**config.mk**
```make
export PLATFORM = sky130hd
export DESIGN_NAME = fetch_unit
export DESIGN_NICKNAME = d
export VERILOG_FILES = /design/src/rtl/fetch_unit.sv
export SDC_FILE = /design/constraint.sdc
export NUM_CORES = 1
export LEC_CHECK = 0
export ABC_AREA = 1
export CORE_AREA = 2 2 128 162
export CTS_CLUSTER_SIZE = 8
export DETAILED_ROUTE_END_ITERATION = 7
export DIE_AREA = 0 0 130 164
export PLACE_DENSITY = 0.85
export SLEW_MARGIN = 30
export SYNTH_ARGS = -nofsm -noshare
export SYNTH_HDL_FRONTEND = slang
export SYNTH_SLANG_ARGS = --single-unit
```
**constraint.sdc**
```tcl
create_clock -name clk -period 11 [get_ports clk]
set_clock_uncertainty 0.15 [all_clocks]
set_input_delay 1.1 -clock clk [delete_from_list [all_inputs] [get_ports clk]]
set_output_delay 1.1 -clock clk [all_outputs]
set_load 0.005 [all_outputs]
```
**src/rtl/fetch_unit.sv**
```systemverilog
// fetch_unit: instruction fetch stage plus IF/ID pipeline register.
// It keeps one instruction-memory request in flight at a time and buffers
// returned words in a small prefetch FIFO. A word bypasses the FIFO when the
// FIFO is empty and Decode can accept it. Redirects from Decode or Execute
// clear the FIFO and drop wrong-path responses that are still in flight.
// Optional feature: define FETCH_PERF_EN to add the perf_fetched,
// perf_discarded and perf_bubbles counters and their output ports.
module fetch_unit #(
  parameter logic [31:0] RESET_PC   = 32'h0000_0000,
  parameter int          FIFO_DEPTH = 2,
  parameter logic [31:0] NOP_INSTR  = 32'h0000_0013
) (
  input  logic        clk,
  input  logic        reset_n,
  input  logic        StallF,
  input  logic        StallD,
  input  logic        FlushD,
  input  logic        redirect_D,
  input  logic [31:0] target_D,
  input  logic        redirect_E,
  input  logic [31:0] target_E,
  output logic        imem_req,
  output logic [31:0] imem_addr,
  input  logic        imem_rvalid,
  input  logic [31:0] imem_rdata,
  output logic [31:0] instr_D,
  output logic [31:0] pc_D,
  output logic        valid_D
`ifdef FETCH_PERF_EN
  ,
  output logic [31:0] perf_fetched,
  output logic [31:0] perf_discarded,
  output logic [31:0] perf_bubbles
`endif
);

  localparam int PW = (FIFO_DEPTH > 1) ? $clog2(FIFO_DEPTH) : 1;
  localparam int CW = $clog2(FIFO_DEPTH + 1);
  localparam logic [CW:0] DEPTH_V = (CW + 1)'(FIFO_DEPTH);

  logic [31:0]   pc_f;
  logic [31:0]   req_pc;
  logic          outstanding;
  logic          discard;
  logic [31:0]   fifo_instr [FIFO_DEPTH];
  logic [31:0]   fifo_pc    [FIFO_DEPTH];
  logic [PW-1:0] rd_ptr;
  logic [PW-1:0] wr_ptr;
  logic [CW-1:0] count;

  logic          redirect;
  logic [31:0]   redirect_pc;
  logic          out_eff;
  logic [CW:0]   occ;
  logic          issue;
  logic          rsp_live;
  logic          rsp_ok;
  logic          fifo_empty;
  logic          id_accept;
  logic          pop;
  logic          bypass;
  logic          push;

  // Execute's correction wins over Decode's prediction; the low address
  // bits are forced to zero so every request stays word aligned.
  assign redirect    = redirect_E | redirect_D;
  assign redirect_pc = (redirect_E ? target_E : target_D) & ~32'd3;

  // A response arriving this cycle frees the slot, so back-to-back requests
  // stream at one per cycle. The occupancy check still counts that response,
  // which guarantees it never lands on a full FIFO.
  assign out_eff  = outstanding & ~imem_rvalid;
  assign occ      = {1'b0, count} + {{CW{1'b0}}, outstanding};
  assign issue    = reset_n & ~redirect & ~StallF & ~out_eff & (occ < DEPTH_V);
  assign imem_req  = issue;
  assign imem_addr = pc_f;

  // Responses with nothing outstanding (e.g. left over from before a reset)
  // are ignored. A response arriving in a redirect cycle is wrong-path.
  assign rsp_live   = imem_rvalid & outstanding;
  assign rsp_ok     = rsp_live & ~discard & ~redirect;
  assign fifo_empty = (count == '0);
  assign id_accept  = ~FlushD & ~StallD;
  assign pop        = id_accept & ~fifo_empty;
  assign bypass     = rsp_ok & fifo_empty & id_accept;
  assign push       = rsp_ok & ~bypass;

  // Program counter, request tracking and wrong-path discard flag.
  always_ff @(posedge clk or negedge reset_n) begin
    if (!reset_n) begin
      pc_f        <= RESET_PC;
      req_pc      <= RESET_PC;
      outstanding <= 1'b0;
      discard     <= 1'b0;
    end else begin
      if (redirect)   pc_f <= redirect_pc;
      else if (issue) pc_f <= pc_f + 32'd4;

      if (issue) begin
        outstanding <= 1'b1;
        req_pc      <= pc_f;
      end else if (imem_rvalid) begin
        outstanding <= 1'b0;
      end

      if (redirect)      discard <= outstanding & ~imem_rvalid;
      else if (rsp_live) discard <= 1'b0;
    end
  end

  // Prefetch FIFO pointers and occupancy; a redirect empties it.
  always_ff @(posedge clk or negedge reset_n) begin
    if (!reset_n) begin
      rd_ptr <= '0;
      wr_ptr <= '0;
      count  <= '0;
    end else if (redirect) begin
      rd_ptr <= '0;
      wr_ptr <= '0;
      count  <= '0;
    end else begin
      if (push) wr_ptr <= wr_ptr + 1'b1;
      if (pop)  rd_ptr <= rd_ptr + 1'b1;
      case ({push, pop})
        2'b10:   count <= count + 1'b1;
        2'b01:   count <= count - 1'b1;
        default: count <= count;
      endcase
    end
  end

  // Prefetch FIFO storage; contents are only meaningful below count.
  always_ff @(posedge clk) begin
    if (push) begin
      fifo_instr[wr_ptr] <= imem_rdata;
      fifo_pc[wr_ptr]    <= req_pc;
    end
  end

  // IF/ID register: flush, then stall, then FIFO head, then bypass, else bubble.
  always_ff @(posedge clk or negedge reset_n) begin
    if (!reset_n) begin
      instr_D <= NOP_INSTR;
      pc_D    <= RESET_PC;
      valid_D <= 1'b0;
    end else if (FlushD) begin
      instr_D <= NOP_INSTR;
      valid_D <= 1'b0;
    end else if (!StallD) begin
      if (!fifo_empty) begin
        instr_D <= fifo_instr[rd_ptr];
        pc_D    <= fifo_pc[rd_ptr];
        valid_D <= 1'b1;
      end else if (bypass) begin
        instr_D <= imem_rdata;
        pc_D    <= req_pc;
        valid_D <= 1'b1;
      end else begin
        instr_D <= NOP_INSTR;
        valid_D <= 1'b0;
      end
    end
  end

`ifdef FETCH_PERF_EN
  function automatic logic [31:0] sat_add(input logic [31:0] a, input logic [31:0] b);
    logic [32:0] s;
    s = {1'b0, a} + {1'b0, b};
    return s[32] ? 32'hFFFF_FFFF : s[31:0];
  endfunction

  logic [31:0] disc_inc;

  // Entries popped in the redirect cycle still reach Decode, so they are not
  // counted as cleared.
  assign disc_inc = 32'(rsp_live & (discard | redirect))
                  + (redirect ? (32'(count) - 32'(pop)) : 32'd0);

  // Saturating performance counters.
  always_ff @(posedge clk or negedge reset_n) begin
    if (!reset_n) begin
      perf_fetched   <= '0;
      perf_discarded <= '0;
      perf_bubbles   <= '0;
    end else begin
      perf_fetched   <= sat_add(perf_fetched, 32'(rsp_ok));
      perf_discarded <= sat_add(perf_discarded, disc_inc);
      perf_bubbles   <= sat_add(perf_bubbles, 32'(~valid_D));
    end
  end
`endif

endmodule
```
# Yosys cells after proc, flatten, opt, wreduce, memory -nomap -nowiden
# Memories as Yosys holds them, arrays and structs flattened.
# Index checks and enable logic that the tools add are counted.
[totals]
word_cells = 79
ram_bits = 128
ff_bits = 135
out_inout_bits = 98
in_bits = 104
memories = 2
[classes]
reduce_logical = 8
eq_ne = 4
bitwise_logic = 23
n_lt_le_gt_ge = 1
muxes = 25
addsub = 6
[mem_list]
columns = ["memory", "depth", "width", "read_ports", "rd_ports_with_merged_regs", "write_ports", "line_no", "rtl"]
rows = [
  ["fifo_instr", 2, 32, 1, 0, 1, "45", "logic [31:0] fifo_instr [FIFO_DEPTH];"],
  ["fifo_pc", 2, 32, 1, 0, 1, "46", "logic [31:0] fifo_pc [FIFO_DEPTH];"],
]
[ops]
columns = ["cell", "count"]
rows = [
  ["32-bit two-way mux", 9],
  ["32-bit by 3-bit adder with 32-bit output, second input constant", 1],
  ["1-bit two-way mux", 14],
  ["1-bit AND", 13],
  ["2-bit nonzero test", 5],
  ["1-bit NOT", 9],
  ["2-bit by 1-bit inequality test with 1-bit output, second input constant", 2],
  ["2-bit one-hot mux with 2 select lines", 1],
  ["2-bit by 1-bit adder with 3-bit output", 1],
  ["3-bit by 2-bit less-than comparator with 1-bit output, second input constant", 1],
  ["3-bit AND reduction", 1],
  ["3-bit nonzero test", 1],
  ["1-bit adder, second input constant", 2],
  ["2-bit by 1-bit adder with 2-bit output, second input constant", 1],
  ["2-bit by 1-bit == test with 1-bit output, second input constant", 1],
  ["2-bit == test, second input constant", 1],
  ["2-bit zero test", 1],
  ["2-bit two-way mux", 1],
  ["2-bit by 1-bit subtractor with 2-bit output, second input constant", 1],
  ["1-bit OR", 1],
]

# Depth between registers and ports, before layout
# Gate-level depths: netlist of the first run.
[logic_depth]
word_depth = 10
ltp_mapped = 11
ltp_nobuf = 10

# Least setup slack after synthesis of the first run
# Ideal clock, no wire load.
[synth_path]
kind = "input to register"
from = "in redirect_D"
to = "mem fifo_instr[0][0] (enable)"
setup_ps = 482
required_ps = 10368
path_buffers = 1
path_slack_ps = 6194
path_stages = 6
arrival_time_ps = 4174
path_cell_list = "buf_6 -> nor2_4 -> nand2_1 -> inv_1 -> nand2_1 -> nor2_1"
[synth_via]
elab_chain_cells = 9
[synth_rtl]
columns = ["element", "line_no", "rtl"]
rows = [
  ["start, declared", "18", "input logic redirect_D,"],
  ["1-bit OR (*)", "66", "assign redirect = redirect_E | redirect_D;"],
  ["1-bit NOT (*)", "81", "assign rsp_ok = rsp_live & ~discard & ~redirect;"],
  ["1-bit AND (*)", "81", ""],
  ["1-bit AND (2 in a row)", "85", "assign bypass = rsp_ok & fifo_empty & id_accept;"],
  ["1-bit NOT", "86", "assign push = rsp_ok & ~bypass;"],
  ["1-bit AND (*)", "86", ""],
  ["1-bit two-way mux (*)", "134", "if (push) begin"],
  ["1-bit two-way mux (implied by the code) (*)", "135", "fifo_instr[wr_ptr] <= imem_rdata;"],
  ["end, declared", "45", ""],
]
# Every way passes the cells marked *; elsewhere a longest branch is shown, timed or not.

# Worst setup path after layout of the first run
[layout_path]
from = "in redirect_D"
to = "out imem_req"
[layout_via]
elab_chain_cells = 6
[layout_rtl]
columns = ["element", "line_no", "rtl"]
rows = [
  ["1-bit OR", "66", ""],
  ["1-bit NOT", "74", "assign issue = reset_n & ~redirect & ~StallF & ~out_eff & (occ < DEPTH_V);"],
  ["1-bit AND (4 in a row)", "74", ""],
  ["end, declared", "22", "output logic imem_req,"],
]
# Every way passes these cells.

==> metrics.md, run 1 <==
| Metric | Value |
|---|---|
| RD Place Congestion | between 0.9 and 1 |
| Reg2Reg Depth | 7 |
| Top-area cell type share of the netlist area | ~33% |
| Synth-to-Final Area Change | 27.7% |
| Tightest Pin Transition | 940 ps |
| Clock transition at path regs | 50 ps |
| Seq/Total Area, Yosys | 62.5% |
| Synth Register Bits | 253 |
| Via density | roughly 5.6 |
| Total gr overflow | 0 |
| Starting Density | 56.1% |
| Clock sink count | 253 |
| Max-cap viol count | 0 |
| Iteration-0 DRC Markers | 686 |
| Synth Flop Type | dfrtp_1 |
| Largest net degree at the start of global routing | 83 |
| Vias in the first global route | roughly 9500 |
| Detailed Place HPWL | between 15 and 20 mm |
| Global-route wire length before repair | 47.3 mm |
| Static Leakage | roughly 5.7 nW |
| Slowest stage delay, CP | between 600 and 700 ps |
| DIE WIDTH | 130 µm |
| Sw Share | about a quarter |
| Min-Delay Startpoint | pc_D[7] |
| PwrDens | ~180 mW/mm² |
| Post-CTS resize count | 0 |
| Most frequent cells in the layout | 346 x nand2_1, 192 x clkdlybuf4s50_1, 167 x nor2_1, 125 x dfrtp_1, 124 x edfxtp_1 |
| Hold Vio Cnt, Final | 0 |
| Status | finished clean |
| CTS tree | done |
| Post-Syn Instances | 1179 |
| Core area | ~0.020 mm² |
| Max frequency | 0.209 GHz |
| Synth top area cells | edfxtp_1 33%, dfrtp_1 28%, nand2_1 12% |
| Setup bufs post-CTS | 0 |
| Via Count | approximately 9200 |
| Crit-path max FO | 32 |
| Wire per inst | between 15 and 20 µm |
| Antenna Cells | 0 |
| Share of power burned in combinational logic | 15.2% |
| Clk pwr share | about two fifths |
| Critical R2R Capture | pc_D[21] |
| RSZ-0062 raised after global routing | false |
| Worst Setup Start Kind | primary input |
| Post-Syn Area per Cell | 9.43 µm² |
| Met3 Use GR | between 5 and 6% |
| Ports | about 200 |
| DRC Markers | 0 |
| Worst IR Drop VDD | slightly above 0.0001 V |
| Final period util | between 40% and 50% |
| Hold buffers post-CTS | 0 |
| GR Util met1 | between 30% and 40% |
| Synth Cell Area | about 0.011 mm² |
| Seq pwr share | 45.9% |
| CP endpoint kind | primary output |
| Final Net Count | approximately 1500 |
| Drt pass-1 iters | 7 |
| CTS Buffer Depth | 3 |
| Die height | 164 µm |
| Detailed Route WL | 29.6 mm |
| Clk root buf | clkbuf_16 |
| Critical Path Sink | imem_req |
| Initial antenna violation count | 0 |
| Depth of the CTS H-tree | 2 |
| Slew HR | 37.2% |
| Req. time, crit path | ~10000 ps |
| Setup TNS | 0 ps |
| Post-synth EDFFs | about 120 |
| CP startpoint | redirect_D |
| Most common cell after layout, fill and taps aside | nand2_1 |
| Share of cells above drive strength 1 | under 10% |
| Post-synthesis async set-or-reset flop share | about half |
| Worst path cell trace | clkdlybuf4s50_1 -> nor2_4 -> buf_4 -> nand3_1 -> nor2_2 -> buf_4 -> clkdlybuf4s50_1 |
| Slew Limit Fails | 0 |
| CP arrival | roughly 3500 ps |
| Antenna viol nets, final | 0 |
| Synth cell types | 39 |
| DIE AREA | between 0.02 and 0.025 mm² |
| Dominant cell type by area after synthesis | edfxtp_1 |
| Cell Int Power | between 1.5 and 2 mW |
| GR met2 Demand/Resource | 50.1% |
| Cell row count | 58 |
| CTS Buf Count | 37 |
| Hold slack | between 300 and 400 ps |
| Overall Global Routing Usage | 28.5% |
| Grt peak-use layer | met2 |
| Yosys Warn Count | 0 |
| CP max stage cell | clkdlybuf4s50_1 |
| R2r startpoint | count[0] |
| Setup Crit Path Kind | in -> out |
| P_sw | 664 µW |
| Min cycle time layout | ~4800 ps |
| Register-to-register setup slack | about 8000 ps |
| Port bufs | just under 200 |
| Final count of negative-setup-slack endpoints | 0 |
| Hold Crit Class | reg -> reg |
| Clock network latency to the later pin of the worst-skew pair | ~500 ps |
==> cells in the mapped netlist, types with 2 or more instances <==
library cell / number
inv_4: 2
inv_1: 41
dfstp_2: 3
buf_2: 29
nand2_2: 2
nand2_1: 347
o21ai_1: 17
buf_1: 2
o311ai_0: 29
nor2_2: 9
inv_2: 6
nor3_1: 6
buf_6: 3
nor2_4: 4
o21ai_0: 96
nand3_1: 80
a31oi_1: 4
nor2_1: 170
buf_4: 9
nand2_4: 2
edfxtp_1: 124
dfrtp_1: 126
nand4_1: 3
clkbuf_1: 19
a21oi_1: 32
==> how the worst min path moves through the flow <==
| stage | to | slack (ps) | cells past startpoint |
|---|---|---|---|
| after floorplan | fifo_pc[0][10] | 310 | 0 |
| after global placement | valid_D | 310 | 2 |
| after detailed placement | pc_D[21] | 320 | 2 |
| after CTS | pc_D[7] | 340 | 2 |
| after global routing | pc_D[20] | 370 | 2 |
| final | pc_D[7] | 330 | 2 |
==> routing by layer <==
metal / wire [µm] / vias up
li1: - / 4312
met1: 11400 / 4477
met2: 15200 / 383
met3: 2120 / 64
met4: 841 / 0
met5: 0 / -
==> power groups by stage <==
| stage | Clock (mW) | Sequential [mW] | Combinational (mW) |
|---|---|---|---|
| 2_1_floorplan | 0 | 1.19 | 0.159 |
| 3_3_place_gp | 0 | 1.20 | 0.379 |
| 3_5_place_dp | 0 | 1.20 | 0.390 |
| 4_1_cts | 1.02 | 1.19 | 0.397 |
| 5_1_grt | 1.07 | 1.20 | 0.436 |
| 6_report | 1.01 | 1.19 | 0.394 |
==> sequential cells by signal, summed over array words and instances, names as in the netlist <==
| name | cells |
|---|---|
| valid_D | 1 |
| imem_addr | 30 |
| wr_ptr | 1 |
| fifo_pc | 60 |
| outstanding | 1 |
| fifo_instr | 64 |
| count | 2 |
| instr_D | 32 |
| discard | 1 |
| pc_D | 30 |
| rd_ptr | 1 |
| req_pc | 30 |
==> critical path: cells and delay by family <==
family | cells | cell delay (ps)
and+or+nand+nor | 3 | 420
buffers and inverters | 4 | 1980
==> through the flow <==
stage               util [%]  cells  instance area (µm²)  setup slack (ps)  power (mW)
floorplan                  -   1182                11100              6190        1.35
global placement        66.4   1591                13200              6260        1.58
detailed placement      66.4   1591                13200              6220        1.59
CTS                     71.7   1656                14200              6210        2.61
global route            71.7   1656                14200              6100        2.71
finish                  71.7   1656                14200              6210        2.60
==> logic make-up after synthesis <==
family	synth area share (%)
AO/OA/AOI/OAI	9.45
XOR/XNOR	0.158
adder cells (fa/ha/maj)	0.112
buffers and inverters	4.62
flip-flops	62.5
other	0.0337
AND/OR/NAND/NOR	23.1
==> final cells by class <==
type,instances,area [µm²]
Sequential cell,253,6960
Fill cell,1444,5610
Multi-Input combinational cell,818,3680
Timing Repair Buffer,201,1990
Clock buffer,62,1020
Tap cell,270,338
Inverter,49,193
Clock inverter,3,22.5
Note: power is estimated with default switching activity, not from simulation.
==> inputs of run 2 (changes only) <==
- CORE_AREA: 2 2 128 162 -> 2 2 133 167
- DIE_AREA: 0 0 130 164 -> 0 0 135 169
- PLACE_DENSITY: 0.85 -> 0.8
- clock period: 11 -> 4.74 ns (I/O delays scaled with it)
==> run 2 against run 1 <==
Routed wire length down 1.7%. Sequential power up 130%. Register-to-register slack lost 6400 ps. Critical path type unchanged.
==> metrics.md, run 2 (same netlist as run 1, synthesis figures left out) <==
| Metric | Value |
|---|---|
| Min cycle time layout | 3210 ps |
| Static Leakage | 5.72 nW (+0.36%) |
| Final Power | 6.03 mW (+130%) |
| CTS Buffer Depth | 3 (unchanged) |
| RSZ-0062 raised after global routing | false |
| Clk pwr share | 39.1% (about the same) |
| CTS Buf Count | 37 (unchanged) |
| Setup Crit Path Kind | in -> out |
| CP arrival | 2580 ps (-960 ps) |
| Final Net Count | 1469 (+0.27%) |
| Post-route cell area | 0.0143 mm² (+0.33%) |
| DIE AREA | 0.0228 mm² (+7.0%) |
| Cell row count | 60 (+3.4%) |
| Share of cells above drive strength 1 | 6.41% (+0.21 points) |
| Slew HR | 48.6% (+11 points) |
| Slew Limit Fails | 0 (unchanged) |
| Most common cell after layout, fill and taps aside | nand2_1 |
| Most frequent cells in the layout | 346 x nand2_1, 192 x clkdlybuf4s50_1, 167 x nor2_1, 125 x dfrtp_1, 124 x edfxtp_1 |
| Cell Int Power | 4.50 mW (+130%) |
| Fill cell count | 1690 (+17%) |
| Iteration-0 DRC Markers | 684 (-0.29%) |
| Worst Setup Start Kind | primary input |
| Starting Density | 52.2% (-4.0 points) |
| Vias in the first global route | 8870 (-6.4%) |
| Ports | 202 (unchanged) |
| Clock transition at path regs | 50 ps (about the same) |
| Max reg flops | 64 (unchanged) |
| Synth-to-Final Area Change | 28.2% |
| Core area | 0.0213 mm² (+7.6%) |
| Worst IR Drop VDD | 0.000211 V (+110%) |
| Overall Global Routing Usage | 25.6% (-2.9 points) |
| Max-cap viol count | 0 (unchanged) |
| Depth of the CTS H-tree | 2 (unchanged) |
| Port bufs | 193 (unchanged) |
| Hold Crit Class | reg -> reg |
| Global-route wire length before repair | 46.1 mm (-2.6%) |
| Post-Place Setup Slack | 1650 ps (-4570 ps) |
| Placed inst area | 0.0132 mm² (+0.27%) |
| Wire per inst | 17.5 µm (-2.3%) |
| Setup TNS | 0 ps (unchanged) |
| Req. time, crit path | 4120 ps (-5630 ps) |
| Clock sink count | 253 (unchanged) |
| P_sw | 1.53 mW (+130%) |
| CP endpoint kind | primary output |
| Post-CTS resize count | 0 (unchanged) |
| PwrDens | 423 mW/mm² (+130%) |
| Hold Vio Cnt, Final | 0 (unchanged) |
| Via density | 5.45 (-2.2%) |
| Antenna viol nets, final | 0 (unchanged) |
| Max frequency | between 0.3 and 0.4 GHz |
| Crit-path max FO | 53 (+66%) |
| Final period util | between 60% and 70% |
| Total gr overflow | 0 (unchanged) |
| Largest net degree at the start of global routing | 79 (-4.8%) |
| Antenna Cells | 0 (unchanged) |
| Biggest register | fifo_instr |
| Hold slack | 331 ps (-2.67 ps) |
| Share of power burned in combinational logic | 15.1% (about the same) |
| Layout Utilization | 66.8% (-4.9 points) |
| Detailed Route WL | 29.1 mm (-1.7%) |
| Drt pass-1 iters | 6 (-1) |
| Via Count | 9093 (-1.5%) |
| Largest registers | fifo_instr (64), fifo_pc (60), instr_D (32) |
| Seq pwr share | 45.8% (about the same) |
| RD Place Congestion | 0.899 (-1.4%) |
| Worst Setup Slack, final | 1530 ps (-4670 ps) |
| Initial antenna violation count | 0 (unchanged) |
| Clock network latency to the later pin of the worst-skew pair | 500 ps (about the same) |
| Final count of negative-setup-slack endpoints | 0 (unchanged) |
| DRC Markers | 0 (unchanged) |
| Setup bufs post-CTS | 0 (unchanged) |
| Status | finished clean |
| Die height | 169 µm (+3.0%) |
| Clk root buf | clkbuf_16 |
| Detailed Place HPWL | 19.0 mm (+1.4%) |
| CTS tree | done |
| Tightest Pin Transition | 771 ps (-169 ps) |
| Sw Share | 25.4% (-0.19 points) |
| Finished Layout Cells | 1667 (+0.66%) |
| Placed Instances | 1603 (+0.75%) |
| DIE WIDTH | 135 µm (+3.8%) |
==> run 2: cell count changes in the layout (fill, tap and decap cells not counted) <==
cell and delta:
clkbuf_1 -2, dlygate4sd3_1 +1, buf_6 +1, inv_4 -1, buf_4 +2, clkbuf_8 +1, inv_2 +1, clkinv_2 -1
==> run 2: final timing paths <==
| path | from | endpoint | slack, ps | cells after the start |
|---|---|---|---|---|
| max | reset_n | imem_req | 1530 | 5 |
| min in group asynchronous | reset_n | instr_D[27] | 350 | 2 |
| max in group asynchronous | reset_n | rd_ptr | 2910 | 3 |
| min | pc_D[20] | pc_D[20] | 330 | 2 |
| min reg2reg | pc_D[20] | pc_D[20] | 330 | 2 |
| max reg2reg | count[0] | pc_D[14] | 1800 | 7 |
==> run 2: repair_timing <==
action                                  4_1_cts  5_1_grt
hold buffers                                  1        0
endpoints found under the setup margin        0        0
endpoints found under the hold margin        51        0
==> run 2: routing by layer <==
layer	part of all wire [%]	routed length [µm]	GRT usage [%]
met5	0	0	0
met4	2.4	713	8.38
met3	6.9	2000	4.34
met2	51	14900	45.8
met1	39	11500	31.5
==> run 2: critical path: stages <==
cell,delay (ps)
dlygate4sd3_1,550
buf_6,420
nand3b_1,230
nor2_2,300
clkdlybuf4s50_1,570
==> run 2: cell type report <==
| class | instances | area, µm² | area share [%] |
|---|---|---|---|
| clock buffers | 61 | 1030 | 7.20 |
| clock inverters | 2 | 17.5 | 0.123 |
| inverters | 49 | 190 | 1.33 |
| multi-input cells | 818 | 3680 | 25.8 |
| flip-flops and latches | 253 | 6960 | 48.8 |
| well taps | 279 | 349 | 2.45 |
| repair buffers | 205 | 2030 | 14.2 |
==> run 2: power groups by stage <==
stage	clock [mW]	combinational, mW	sequential (mW)
2_1_floorplan	0	0.368	2.76
3_3_place_gp	0	0.883	2.78
3_5_place_dp	0	0.905	2.79
4_1_cts	2.40	0.915	2.76
5_1_grt	2.48	1.01	2.79
6_report	2.36	0.909	2.76
